### src/rtl/exec_pkg.sv
// exec_pkg: shared ALU opcodes, mul/div FSM states and default widths for the EX stage
package exec_pkg;
    localparam int EX_DATA_W = 32;
    localparam int EX_REG_W  = 5;

    localparam logic [3:0] ALU_AND  = 4'b0000;
    localparam logic [3:0] ALU_OR   = 4'b0001;
    localparam logic [3:0] ALU_ADD  = 4'b0010;
    localparam logic [3:0] ALU_SUB  = 4'b0110;
    localparam logic [3:0] ALU_SLT  = 4'b0111;
    localparam logic [3:0] ALU_NOR  = 4'b1100;
    localparam logic [3:0] ALU_MUL  = 4'b1001;
    localparam logic [3:0] ALU_DIVU = 4'b1010;
    localparam logic [3:0] ALU_REMU = 4'b1011;

    typedef enum logic [1:0] {IDLE, BUSY, DONE} md_state_t;

    function automatic logic is_muldiv(input logic [3:0] op);
        return op == ALU_MUL || op == ALU_DIVU || op == ALU_REMU;
    endfunction
endpackage

### src/rtl/iter_muldiv.sv
// iter_muldiv: iterative unsigned shift-add multiply and restoring divide, one bit per cycle
module iter_muldiv
    import exec_pkg::*;
#(
    parameter int DATA_W = EX_DATA_W,
    parameter int ITER   = EX_DATA_W
) (
    input  logic              i_clock,
    input  logic              i_reset_n,
    input  logic              i_start,
    input  logic [3:0]        i_op,
    input  logic [DATA_W-1:0] i_a,
    input  logic [DATA_W-1:0] i_b,
    output logic              o_busy,
    output logic              o_done,
    output logic [DATA_W-1:0] o_result
);
    localparam int CW = $clog2(ITER);

    md_state_t         r_state, w_next;
    logic [CW-1:0]     r_cnt;
    logic [3:0]        r_op;
    // r_x: product accumulator / partial remainder
    // r_y: shifting multiplicand / dividend shifting into quotient
    // r_z: shifting multiplier / fixed divisor
    logic [DATA_W-1:0] r_x, r_y, r_z;
    logic [DATA_W:0]   w_rem_sh, w_diff;
    logic              w_last;

    assign w_last   = r_cnt == CW'(ITER - 1);
    assign w_rem_sh = {r_x, r_y[DATA_W-1]};
    assign w_diff   = w_rem_sh - {1'b0, r_z};
    assign o_busy   = r_state == BUSY;
    assign o_done   = r_state == DONE;
    assign o_result = r_op == ALU_DIVU ? r_y : r_x;

    // Next-state: issue -> ITER step cycles -> one DONE cycle -> back to IDLE
    always_comb begin
        w_next = r_state;
        case (r_state)
            IDLE:    w_next = i_start ? BUSY : IDLE;
            BUSY:    w_next = w_last ? DONE : BUSY;
            default: w_next = IDLE;
        endcase
    end

    // State register
    always_ff @(posedge i_clock or negedge i_reset_n) begin
        if (!i_reset_n) r_state <= IDLE;
        else            r_state <= w_next;
    end

    // Latch operands on issue, then one multiply or divide step per BUSY cycle
    always_ff @(posedge i_clock or negedge i_reset_n) begin
        if (!i_reset_n) begin
            r_cnt <= '0;
            r_op  <= '0;
            r_x   <= '0;
            r_y   <= '0;
            r_z   <= '0;
        end else if (r_state == IDLE && i_start) begin
            r_cnt <= '0;
            r_op  <= i_op;
            r_x   <= '0;
            r_y   <= i_a;
            r_z   <= i_b;
        end else if (r_state == BUSY) begin
            r_cnt <= r_cnt + CW'(1);
            if (r_op == ALU_MUL) begin
                r_x <= r_z[0] ? r_x + r_y : r_x;
                r_y <= r_y << 1;
                r_z <= r_z >> 1;
            end else begin
                // A zero divisor never goes negative, giving all-ones quotient and remainder = dividend
                r_x <= w_diff[DATA_W] ? w_rem_sh[DATA_W-1:0] : w_diff[DATA_W-1:0];
                r_y <= {r_y[DATA_W-2:0], ~w_diff[DATA_W]};
            end
        end
    end
endmodule

### src/rtl/execute_stage.sv
// execute_stage: EX stage ALU, mul/div stall control, branch adder and EX/MEM register
module execute_stage
    import exec_pkg::*;
#(
    parameter int DATA_W = EX_DATA_W,
    parameter int REG_W  = EX_REG_W,
    parameter int ITER   = EX_DATA_W
) (
    input  logic              clock,
    input  logic              reset_n,
    input  logic              valid_in,
    input  logic [3:0]        alu_ctrl,
    input  logic [DATA_W-1:0] operand_a,
    input  logic [DATA_W-1:0] operand_b,
    input  logic [DATA_W-1:0] store_data,
    input  logic [DATA_W-1:0] imm_ext,
    input  logic [DATA_W-1:0] pc_plus4,
    input  logic [REG_W-1:0]  reg_dest_in,
    input  logic              MemWrite_in,
    input  logic              Branch_in,
    input  logic              RegWrite_in,
    input  logic              MemtoReg_in,
    output logic              stall,
    output logic [DATA_W-1:0] alu_result,
    output logic              zero_signal,
    output logic [DATA_W-1:0] in_data,
    output logic [DATA_W-1:0] branch_target,
    output logic [REG_W-1:0]  reg_dest,
    output logic              MemWrite,
    output logic              Branch,
    output logic              RegWrite,
    output logic              MemtoReg
);
    logic              w_busy, w_done, w_issue, w_bubble;
    logic [DATA_W-1:0] w_md_result, w_alu, w_result;

    iter_muldiv #(.DATA_W(DATA_W), .ITER(ITER)) u_md (
        .i_clock   (clock),
        .i_reset_n (reset_n),
        .i_start   (w_issue),
        .i_op      (alu_ctrl),
        .i_a       (operand_a),
        .i_b       (operand_b),
        .o_busy    (w_busy),
        .o_done    (w_done),
        .o_result  (w_md_result)
    );

    // Issue only from IDLE; DONE lets the held instruction retire before any new mul/div issues
    assign w_issue  = valid_in && is_muldiv(alu_ctrl) && !w_busy && !w_done;
    assign stall    = w_issue || w_busy;
    assign w_bubble = stall || !valid_in;
    assign w_result = w_done ? w_md_result : w_alu;

    // Single-cycle ALU; mul/div codes and undefined codes give 0 here
    always_comb begin
        w_alu = '0;
        case (alu_ctrl)
            ALU_AND: w_alu = operand_a & operand_b;
            ALU_OR:  w_alu = operand_a | operand_b;
            ALU_ADD: w_alu = operand_a + operand_b;
            ALU_SUB: w_alu = operand_a - operand_b;
            ALU_SLT: w_alu = {{(DATA_W-1){1'b0}}, $signed(operand_a) < $signed(operand_b)};
            ALU_NOR: w_alu = ~(operand_a | operand_b);
            default: w_alu = '0;
        endcase
    end

    // EX/MEM register: bubbles clear controls, destination and data
    always_ff @(posedge clock or negedge reset_n) begin
        if (!reset_n) begin
            alu_result    <= '0;
            zero_signal   <= 1'b0;
            in_data       <= '0;
            branch_target <= '0;
            reg_dest      <= '0;
            MemWrite      <= 1'b0;
            Branch        <= 1'b0;
            RegWrite      <= 1'b0;
            MemtoReg      <= 1'b0;
        end else begin
            alu_result    <= w_bubble ? '0 : w_result;
            zero_signal   <= w_bubble || w_result == '0;
            in_data       <= w_bubble ? '0 : store_data;
            branch_target <= w_bubble ? '0 : pc_plus4 + (imm_ext << 2);
            reg_dest      <= w_bubble ? '0 : reg_dest_in;
            MemWrite      <= !w_bubble && MemWrite_in;
            Branch        <= !w_bubble && Branch_in;
            RegWrite      <= !w_bubble && RegWrite_in;
            MemtoReg      <= !w_bubble && MemtoReg_in;
        end
    end
endmodule
### config.mk
export PLATFORM = sky130hd
export DESIGN_NAME = execute_stage
export DESIGN_NICKNAME = d
export VERILOG_FILES = /design/src/rtl/exec_pkg.sv /design/src/rtl/iter_muldiv.sv /design/src/rtl/execute_stage.sv
export SDC_FILE = /design/constraint.sdc
export NUM_CORES = 1
export LEC_CHECK = 0
export BUFFER_PORTS_ARGS = -buffer_cell sky130_fd_sc_hd__buf_2
export CORE_MARGIN = 2
export CORE_UTILIZATION = 54
export DETAILED_ROUTE_END_ITERATION = 8
export GPL_TIMING_DRIVEN = 0
export PLACE_DENSITY_LB_ADDON = 0.1
export SLEW_MARGIN = 20
export SYNTH_ARGS = -nofsm -noshare
export SYNTH_HDL_FRONTEND = slang
export SYNTH_HIERARCHICAL = 1
export SYNTH_SLANG_ARGS = --single-unit
export TNS_END_PERCENT = 50
### constraint.sdc
create_clock -name clock -period 4.1 [get_ports clock]
set_input_delay 0.205 -clock clock [delete_from_list [all_inputs] [get_ports clock]]
set_output_delay 0.205 -clock clock [all_outputs]
set_load 0.01 [all_outputs]
==> metrics list, run 1 <==
- The run finished, with violations left.
* Failing checks: negative setup slack
* Final weighted congestion of routability-driven global placement: 1.03
* Fraction of the yosys area taken by sequential cells: around a quarter
- The longest clock path from root to sink contains 3 buffers.
- At the worst endpoint, the arrival time is 4590 ps.
- Detailed routing inserted a total of 21200 vias.
* Relative area change from synthesis to final layout: 20.5%
- Detailed Routing Iterations Pass 1: 9
* Worst Path Max Fanout: 5
- Derived from the worst setup path, the maximum achievable clock frequency is 0.242 GHz.
- CTS Root Cell: sky130_fd_sc_hd__clkbuf_16
* Final count of hold timing violations: 0
- Transition at the pin with the smallest max-transition slack: 1160 ps
* Critical path required time: 4550 ps
- CTS tree: done
* Total power divided by cell area: roughly 650 mW/mm2
* Clock insertion delay at the later pin of the skew report: 570 ps
- The final max-slew violation count was 0.
* Syn_nets: 2838
- Core Rows: 70
- Synthesis produced a netlist whose cell count is 2455.
- The mapped netlist covers approximately 0.02 mm2.
- Worst R2R Start: u_md/r_op[2]
- Post-route cell area: about 0.024 mm2
- Clock transition at the register clock pins on the worst setup and hold paths after CTS: around 60 ps
* Hold worst-path end: u_md/r_y[26]
* Cell taking the most area after synthesis: sky130_fd_sc_hd__dfrtp_1
- Fraction of synthesis flops using an asynchronous set or reset pin: 100%
- Vias in the first global route: slightly below 20000
- Top delay family on crit path: simple AND/OR/NAND/NOR gates
- On the worst path, the slowest cell contributes a delay of 590 ps.
- Among all stages on the critical path, the largest delay is contributed by sky130_fd_sc_hd__or4b_4.
* Period utilisation layout: 101%
- In this run the count of I/O pins placed on the die edge is 283.
- Sum of net half-perimeters after detailed placement: 58500 um
- For this configuration, the core starts out at a cell density of a little over half.
- Cells taking the most area after synthesis: sky130_fd_sc_hd__dfrtp_1 (27%), sky130_fd_sc_hd__ha_1 (13%), sky130_fd_sc_hd__a21oi_1 (6.1%)
* Reg-to-reg critical path endpoint: zero_signal
- Post-route DRC: 0
* Class of the tightest hold or removal check: in -> reg
- Max-cap violations in this run came to 0.
- Layout Cells excl Fill: between 3000 and 4000
- Antenna violation net count after detailed routing: 0
* Critical path cell sequence: buf_2 > inv_1 > ha_1 > fa_1 > o21ba_2 > or4_4 > a21oi_2 > nor4_4 > a2111o_1 > mux2_4 > a221oi_2 > or2_1 > and4b_1 > nand4_1 > or4b_4 > o41ai_2
- The floorplan step defined a die boundary enclosing 0.0385 mm2.
* FF-to-FF path depth: 13
- Dominant register cell in the synthesized netlist: sky130_fd_sc_hd__dfrtp_1
* Remaining Overflow, GRT: 0
- Final setup skew: 25.0 ps
- Total global routing track utilization: around 39%
- Normalized max-slew margin: 22.2%
- Die span in x: 196 um
- Kind of critical path: in -> reg
- Total routed wirelength: 76300 um
- In this run the most critical hold path is launched from operand_a[26].
* Average size of a mapped cell: 8.13 um2
- Standard cell area after detailed placement: ~0.022 mm2
- Setup violations remaining at the end of the flow were counted as 1.
- Hold slack: 9.05 ps
- Pin count of the biggest net entering global routing: 103
- Count of buffering cells on the critical path with inverters included: 2
- Count of flip-flops with a built-in enable after synthesis: 0
* Min cycle time layout: 4140 ps
- The clock net in this run drives a total of 213 sinks.
- For this run, the post-layout net count is 3217.
- Unrepaired setup endpoints after global routing: true
- The first global-routing pass estimated 115000 um of wire.
- Highest ir drop seen on vdd: 625 uV
* Core footprint: 0.0365 mm2
- IO Port Bufs: 280
* Vertical die dimension: 196 um
- Wire length per cell: roughly 23 um
- Across all register-to-register paths, the minimum setup slack is -30 ps.
* Yosys warns: 6
- Summed over all cells, the static leakage comes to roughly 12 nW.
- STA classifies the critical path startpoint as a primary input.
- Worst-case setup margin in the final layout: -39.0 ps
* Critical Path Sink Type: flop
* Worst hold path stage count: 3
* Routed vias/inst: 6.38
- Distinct cells, synth: 91
- In this run, placement finished with an instance count of 3207.
- In this run, the number of DRC markers left after iteration 0 of detailed routing was 2138.
- #FFs+latches synth: 213
- Initial antenna violation count: 3
* # H-tree levels: 1
* Share of Yosys cell area claimed by the top area cell type: 26.7%
- Share of cells above drive strength 1: 16.8%
- Buffers inserted during clock tree synthesis total 26.
-- synthesized netlist by cell type (8+ instances only) --
library cell / number
sky130_fd_sc_hd__a2111oi_0: 16
sky130_fd_sc_hd__a211oi_1: 31
sky130_fd_sc_hd__a21o_1: 57
sky130_fd_sc_hd__a21oi_1: 242
sky130_fd_sc_hd__a221o_1: 11
sky130_fd_sc_hd__a221oi_1: 31
sky130_fd_sc_hd__a22oi_1: 56
sky130_fd_sc_hd__a31oi_1: 23
sky130_fd_sc_hd__and2_1: 65
sky130_fd_sc_hd__and3_1: 18
sky130_fd_sc_hd__buf_1: 13
sky130_fd_sc_hd__clkbuf_1: 110
sky130_fd_sc_hd__dfrtp_1: 213
sky130_fd_sc_hd__ha_1: 202
sky130_fd_sc_hd__inv_1: 155
sky130_fd_sc_hd__mux2_2: 36
sky130_fd_sc_hd__mux2i_1: 53
sky130_fd_sc_hd__nand2_1: 173
sky130_fd_sc_hd__nand2b_1: 30
sky130_fd_sc_hd__nand3_1: 75
sky130_fd_sc_hd__nand4_1: 16
sky130_fd_sc_hd__nor2_1: 194
sky130_fd_sc_hd__nor2b_1: 59
sky130_fd_sc_hd__nor3_1: 40
sky130_fd_sc_hd__nor3b_1: 9
sky130_fd_sc_hd__nor4_1: 12
sky130_fd_sc_hd__o2111ai_1: 10
sky130_fd_sc_hd__o211ai_1: 18
sky130_fd_sc_hd__o21a_1: 23
sky130_fd_sc_hd__o21ai_0: 153
sky130_fd_sc_hd__o21bai_1: 24
sky130_fd_sc_hd__o221ai_1: 8
sky130_fd_sc_hd__o31ai_1: 22
sky130_fd_sc_hd__or3_1: 9
sky130_fd_sc_hd__or4_1: 9
sky130_fd_sc_hd__xnor2_1: 64
sky130_fd_sc_hd__xor2_1: 23
-- routing by layer --
| metal | share of wire [%] | vias up | track usage, % |
|---|---|---|---|
| met5 | 0.017 | - | 0 |
| met4 | 4.3 | 2 | 14.6 |
| met3 | 10 | 198 | 9.08 |
| met2 | 45 | 1123 | 60.7 |
| met1 | 41 | 10200 | 51.6 |
| li1 | - | 9701 | - |
-- flip-flops by register name, summed over array words and instances, names as in the netlist --
signal and count:
reg_dest 5, branch_target 32, RegWrite 1, u_md/r_state 2, in_data 32, zero_signal 1, u_md/r_x 32, u_md/r_op 4
Branch 1, alu_result 32, MemtoReg 1, MemWrite 1, u_md/r_cnt 5, u_md/r_z 32, u_md/r_y 32
-- worst min-delay path: stages --
cell,delay [ps]
sky130_fd_sc_hd__buf_2,130
sky130_fd_sc_hd__a21oi_1,60
sky130_fd_sc_hd__o21ai_0,130
-- worst max path at each step --
stage                                from           end  slack (ps)  depth (start not counted)
after global placement    u_md/r_state[1]  u_md/r_z[22]       -2220                         15
after CTS                    u_md/r_op[0]   zero_signal         -10                         15
after floorplan           u_md/r_state[1]  u_md/r_z[10]          40                         15
after global routing        operand_b[13]   zero_signal        -160                         16
after detailed placement  u_md/r_state[1]  u_md/r_z[22]       -1990                         15
final                        operand_a[0]   zero_signal         -40                         16
-- cells in the final DEF, fill, tap and decap left out, types with 32 or more instances in the layout --
master                            n
sky130_fd_sc_hd__a21o_1          56
sky130_fd_sc_hd__a21oi_1        241
sky130_fd_sc_hd__a22oi_1         56
sky130_fd_sc_hd__and2_1          65
sky130_fd_sc_hd__buf_2          284
sky130_fd_sc_hd__clkbuf_1        84
sky130_fd_sc_hd__dfrtp_1        213
sky130_fd_sc_hd__dlygate4sd3_1   54
sky130_fd_sc_hd__ha_1           202
sky130_fd_sc_hd__inv_1          155
sky130_fd_sc_hd__mux2_2          32
sky130_fd_sc_hd__mux2i_1         53
sky130_fd_sc_hd__nand2_1        173
sky130_fd_sc_hd__nand3_1         75
sky130_fd_sc_hd__nor2_1         192
sky130_fd_sc_hd__nor2b_1         59
sky130_fd_sc_hd__nor3_1          39
sky130_fd_sc_hd__o21ai_0        150
sky130_fd_sc_hd__xnor2_1         64
-- cell type report --
cell class              instances  area [um2]
fillers                      3194       12500
plain buffers                 126         577
inverters                     155         582
repair buffers                355        2170
multi-input cells            1957       13800
clock inverters                14         259
diodes                          2        5.00
well taps                     468         586
clock buffers                  34         762
flip-flops and latches        213        5330
-- metrics by stage --
| step | setup TNS (ps) | setup WS [ps] | utilization, % | total power [W] |
|---|---|---|---|---|
| after detailed placement | -226420 | -1990 | 60.4 | 0.0122 |
| after floorplan | 0 | 43.0 | - | 0.00971 |
| final | -39.0 | -39.0 | 65.8 | 0.0157 |
| after global placement | -414870 | -2220 | 60.1 | 0.0119 |
| after global routing | -171 | -158 | 65.8 | 0.0167 |
| after CTS | -13.4 | -13.4 | 65.5 | 0.0152 |
-- logic make-up after synthesis --
kind of cell,after synthesis,synth area share [%]
AO/OA/AOI/OAI,823,27.2
AND/OR/NAND/NOR,748,18.7
buffers and inverters,285,5.47
flip-flops,213,26.7
adder cells (fa/ha/maj),207,13.2
multiplexers,90,4.77
XOR/XNOR,89,3.98
-- what timing repair did --
| action | 4_1_cts | 5_1_grt |
|---|---|---|
| setup endpoints to repair | 213 | 94 |
| gates resized for setup | 73 | 32 |
| pin swaps | 9 | 9 |
| setup buffers | 10 | 7 |
| hold endpoints to repair | 163 | 0 |
| hold buffers | 54 | 0 |
-- power breakdown --
part	switching [W]	internal, W	total [W]
combinational	0.00565	0.00383	0.00948
clock	0.00101	0.00175	0.00276
sequential	0.000721	0.00273	0.00345
total	0.00738	0.00831	0.0157
No activity file was read; power rests on OpenSTA's default activity.
==> run 2, diff against run 1 <==
Settings changed: CORE_MARGIN 2 to default, SLEW_MARGIN 20 to 0.
==> run 2 against run 1 <==
The flow still finishes with violations (negative setup slack). First-iteration DRC count up 6.5%. Design area up 0.52%. Sequential share of layout area is 0.11 points lower. Die area is 2.0% lower. Clock power decreased by 11%. Worst hold slack got worse by 1.2 ps. Global-route usage down 0.12 points. Critical path type is now reg -> reg.
==> metrics list, run 2 (synthesis gave the netlist of run 1 again) <==
- The met2 global-route usage came to 59.8% (-0.86 points).
- Result of the run: complete, but fails checks
- The final cycle utilization of the critical path was 101% (about the same).
- The number of clock sinks seen by CTS is 213 (unchanged).
- Maximum clock frequency: 0.241 GHz (about the same)
* Top delay family on crit path: simple AND/OR/NAND/NOR gates
- The clock slew seen by the registers of the worst setup and hold paths is 60 ps (about the same).
* Highest ir drop seen on vdd: 504 uV (-19%)
* Count of nets after finishing: 3241 (+0.75%)
- Maximum clock insertion buffer count: 3 (unchanged)
- Critical path cell sequence: nor4bb_2 > buf_4 > buf_8 > mux2_4 > nor4_4 > nand2_1 > o31ai_1 > nand4_1 > a2111oi_4 > nand4_1 > and4bb_2 > and4b_1 > nand4_1 > or4b_4 > o41ai_2
- The met1 track demand over resource is 52.5% (+0.87 points).
- Pin count of the biggest net entering global routing: 109 (+5.8%)
- The data required time at the worst endpoint was 4530 ps (-20 ps).
* Worst path max stage delay: 590 ps (about the same)
* Final setup skew: 60.2 ps (+35.2 ps)
- The final reports fail on negative setup slack.
- The die footprint was 0.0377 mm2 (-2.0%).
- The hold slack came to 7.81 ps (-1.25 ps).
* CTS Root Cell: sky130_fd_sc_hd__clkbuf_16
* Inserted Clock Buffers: 26 (unchanged)
- Worst Path Max Fanout: 6 (+1)
- Core Rows: 70 (unchanged)
- IO Port Bufs: 280 (unchanged)
- The final worst-path setup slack came to -41.5 ps (-2.51 ps).
- The total I/O pin count was 283 (unchanged).
- Normalized max-slew margin: 19.2% (-3.0 points)
- Post-Place Setup Slack: -2280 ps (-297 ps)
* Leakage dissipation: 11.7 nW (+0.74%)
* Most common cell after layout, fill and taps aside: sky130_fd_sc_hd__buf_2
- The number of max-capacitance violations reported is 0 (unchanged).
* Detailed Routing Iterations Pass 1: 7 (-2)
- Cell occurring most often along the worst timing path: sky130_fd_sc_hd__nand4_1
- Count of buffering cells on the critical path with inverters included: 2 (unchanged)
* Initial detailed-routing violation count: 2276 (+6.5%)
- Share of cells above drive strength 1: 17.5% (+0.73 points)
* Commonest cells after routing, fill and taps aside: sky130_fd_sc_hd__buf_2 (284), sky130_fd_sc_hd__a21oi_1 (242), sky130_fd_sc_hd__dfrtp_1 (213)
- Critical path arrival: 4570 ps (-20 ps)
- Setup repair after global routing could not meet its margin everywhere.
- The area of the core came to 0.0365 mm2 (unchanged).
* Die span in x: 194 um (-1.0%)
* Global-route wire length before repair: 113000 um (-2.0%)
- The tightest min-delay check is of the in -> reg type.
- The slowest stage of the critical path belongs to the cell sky130_fd_sc_hd__or4b_4.
- The combined global-route utilization of all metal layers is 38.5% (-0.12 points).
- Post-route DRC: 0 (unchanged)
- The global-route met3 utilization was 6.89% (-2.2 points).
- The mean number of vias per cell came to 6.36 (-0.29%).
- STA classifies the critical path startpoint as a flop.
- CTS tree: done
- Endpoints failing setup: 1 (unchanged)
- Min cycle time layout: 4140 ps (+2.51 ps)
- The areal power density over the cells is 632 mW/mm2 (-3.3%).
- Critical Path Sink Type: flop
* Max-slew violation count: 0 (unchanged)
- The weighted congestion reported at the end of routability-driven placement is 1.00 (-2.5%).
- The initial core utilization was 54.6% (unchanged).
* Total routed wirelength: 75000 um (-1.7%)
* Vias in the first global route: 19900 (+0.055%)
- Clock insertion delay at the later pin of the skew report: 580 ps (about the same)
- Transition at the pin with the smallest max-transition slack: 1200 ps (+44.1 ps)
- # H-tree levels: 1 (unchanged)
* Sum of net half-perimeters after detailed placement: 57700 um (-1.4%)
* Total number of vias: 21300 (+0.46%)
- Peak-usage layer in the global routing report: met2
- Relative area change from synthesis to final layout: 21.1%
- Final count of hold timing violations: 0 (unchanged)
- The initial antenna violation count is 5 (+2).
- Antenna violation net count after detailed routing: 0 (unchanged)
- The critical path is of the reg -> reg type.
* Vertical die dimension: 194 um (-1.0%)
- The total grt overflow came to 0 (unchanged).
- The average wire per cell in the routed design is 22.4 um (-2.4%).
==> run 2: cell count changes in the layout (fill, tap and decap cells not counted), sizes merged, moves of 2 or more <==
cell,previous run,this run
buf,323,339
clkinv,2,11
dlygate4sd3,54,62
clkinvlp,4,0
bufinv,7,4
clkbuf,138,136
diode,2,4
==> run 2: per-layer routing <==
layer  vias to the layer above  share of wire, %
met3                       185                10
met2                      1167                44
met4                         2               4.2
met1                     10200                41
met5                         -             0.015
li1                       9780                 -
==> run 2: repair_timing <==
| action | in CTS | in global routing |
|---|---|---|
| buffers inserted | 26 | 11 |
| hold endpoints to repair | 165 | 0 |
| hold buffers | 62 | 0 |
| setup endpoints to repair | 213 | 130 |
| pin swaps | 9 | 11 |
| gates resized for setup | 69 | 53 |
==> run 2: worst paths after layout <==
path	from	end	slack, ps	depth (start not counted)
setup / recovery	u_md/r_op[2]	zero_signal	-40	15
setup reg to reg	u_md/r_op[2]	zero_signal	-40	15
hold reg to reg	u_md/r_cnt[4]	u_md/r_cnt[4]	510	1
min in group asynchronous	reset_n	u_md/r_y[4]	270	2
max in group asynchronous	reset_n	branch_target[22]	2740	3
hold / removal	operand_b[29]	u_md/r_z[29]	8	3
==> run 2: worst reg2reg max path: stages (launching register included) <==
cell,delay (ps)
sky130_fd_sc_hd__dfrtp_1,390
sky130_fd_sc_hd__nor4bb_2,290
sky130_fd_sc_hd__buf_4,230
sky130_fd_sc_hd__buf_8,140
sky130_fd_sc_hd__mux2_4,350
sky130_fd_sc_hd__nor4_4,260
sky130_fd_sc_hd__nand2_1,80
sky130_fd_sc_hd__o31ai_1,90
sky130_fd_sc_hd__nand4_1,220
sky130_fd_sc_hd__a2111oi_4,290
sky130_fd_sc_hd__nand4_1,180
sky130_fd_sc_hd__and4bb_2,370
sky130_fd_sc_hd__and4b_1,190
sky130_fd_sc_hd__nand4_1,110
sky130_fd_sc_hd__or4b_4,590
sky130_fd_sc_hd__o41ai_2,210
==> run 2: through the flow <==
stage	total power (W)	util [%]	setup TNS, ps	area [um2]	cells
finish	0.0153	66.2	-41.5	24200	3349
global route	0.0163	66.1	-154	24200	3347
CTS	0.0149	65.6	-108	23900	3338
detailed placement	0.0122	60.2	-258320	22000	3204
global placement	0.0119	60.1	-411020	21900	3203
floorplan	0.00971	-	0	20000	2455
==> run 2: cell type report <==
| type | instances | area [um2] |
|---|---|---|
| fillers | 3154 | 12400 |
| diodes | 4 | 10.0 |
| well taps | 468 | 586 |
| flip-flops and latches | 213 | 5330 |
| multi-input cells | 1957 | 13800 |
| clock inverters | 15 | 190 |
| plain buffers | 125 | 603 |
| inverters | 155 | 582 |
| repair buffers | 380 | 2340 |
| clock buffers | 32 | 723 |
==> run 2: power breakdown <==
part           internal (W)  leakage (nW)  switching [W]
clock               0.00150         0.460       0.000965
combinational       0.00378          8.43        0.00558
sequential          0.00273          2.77       0.000707
total               0.00801          11.7        0.00725
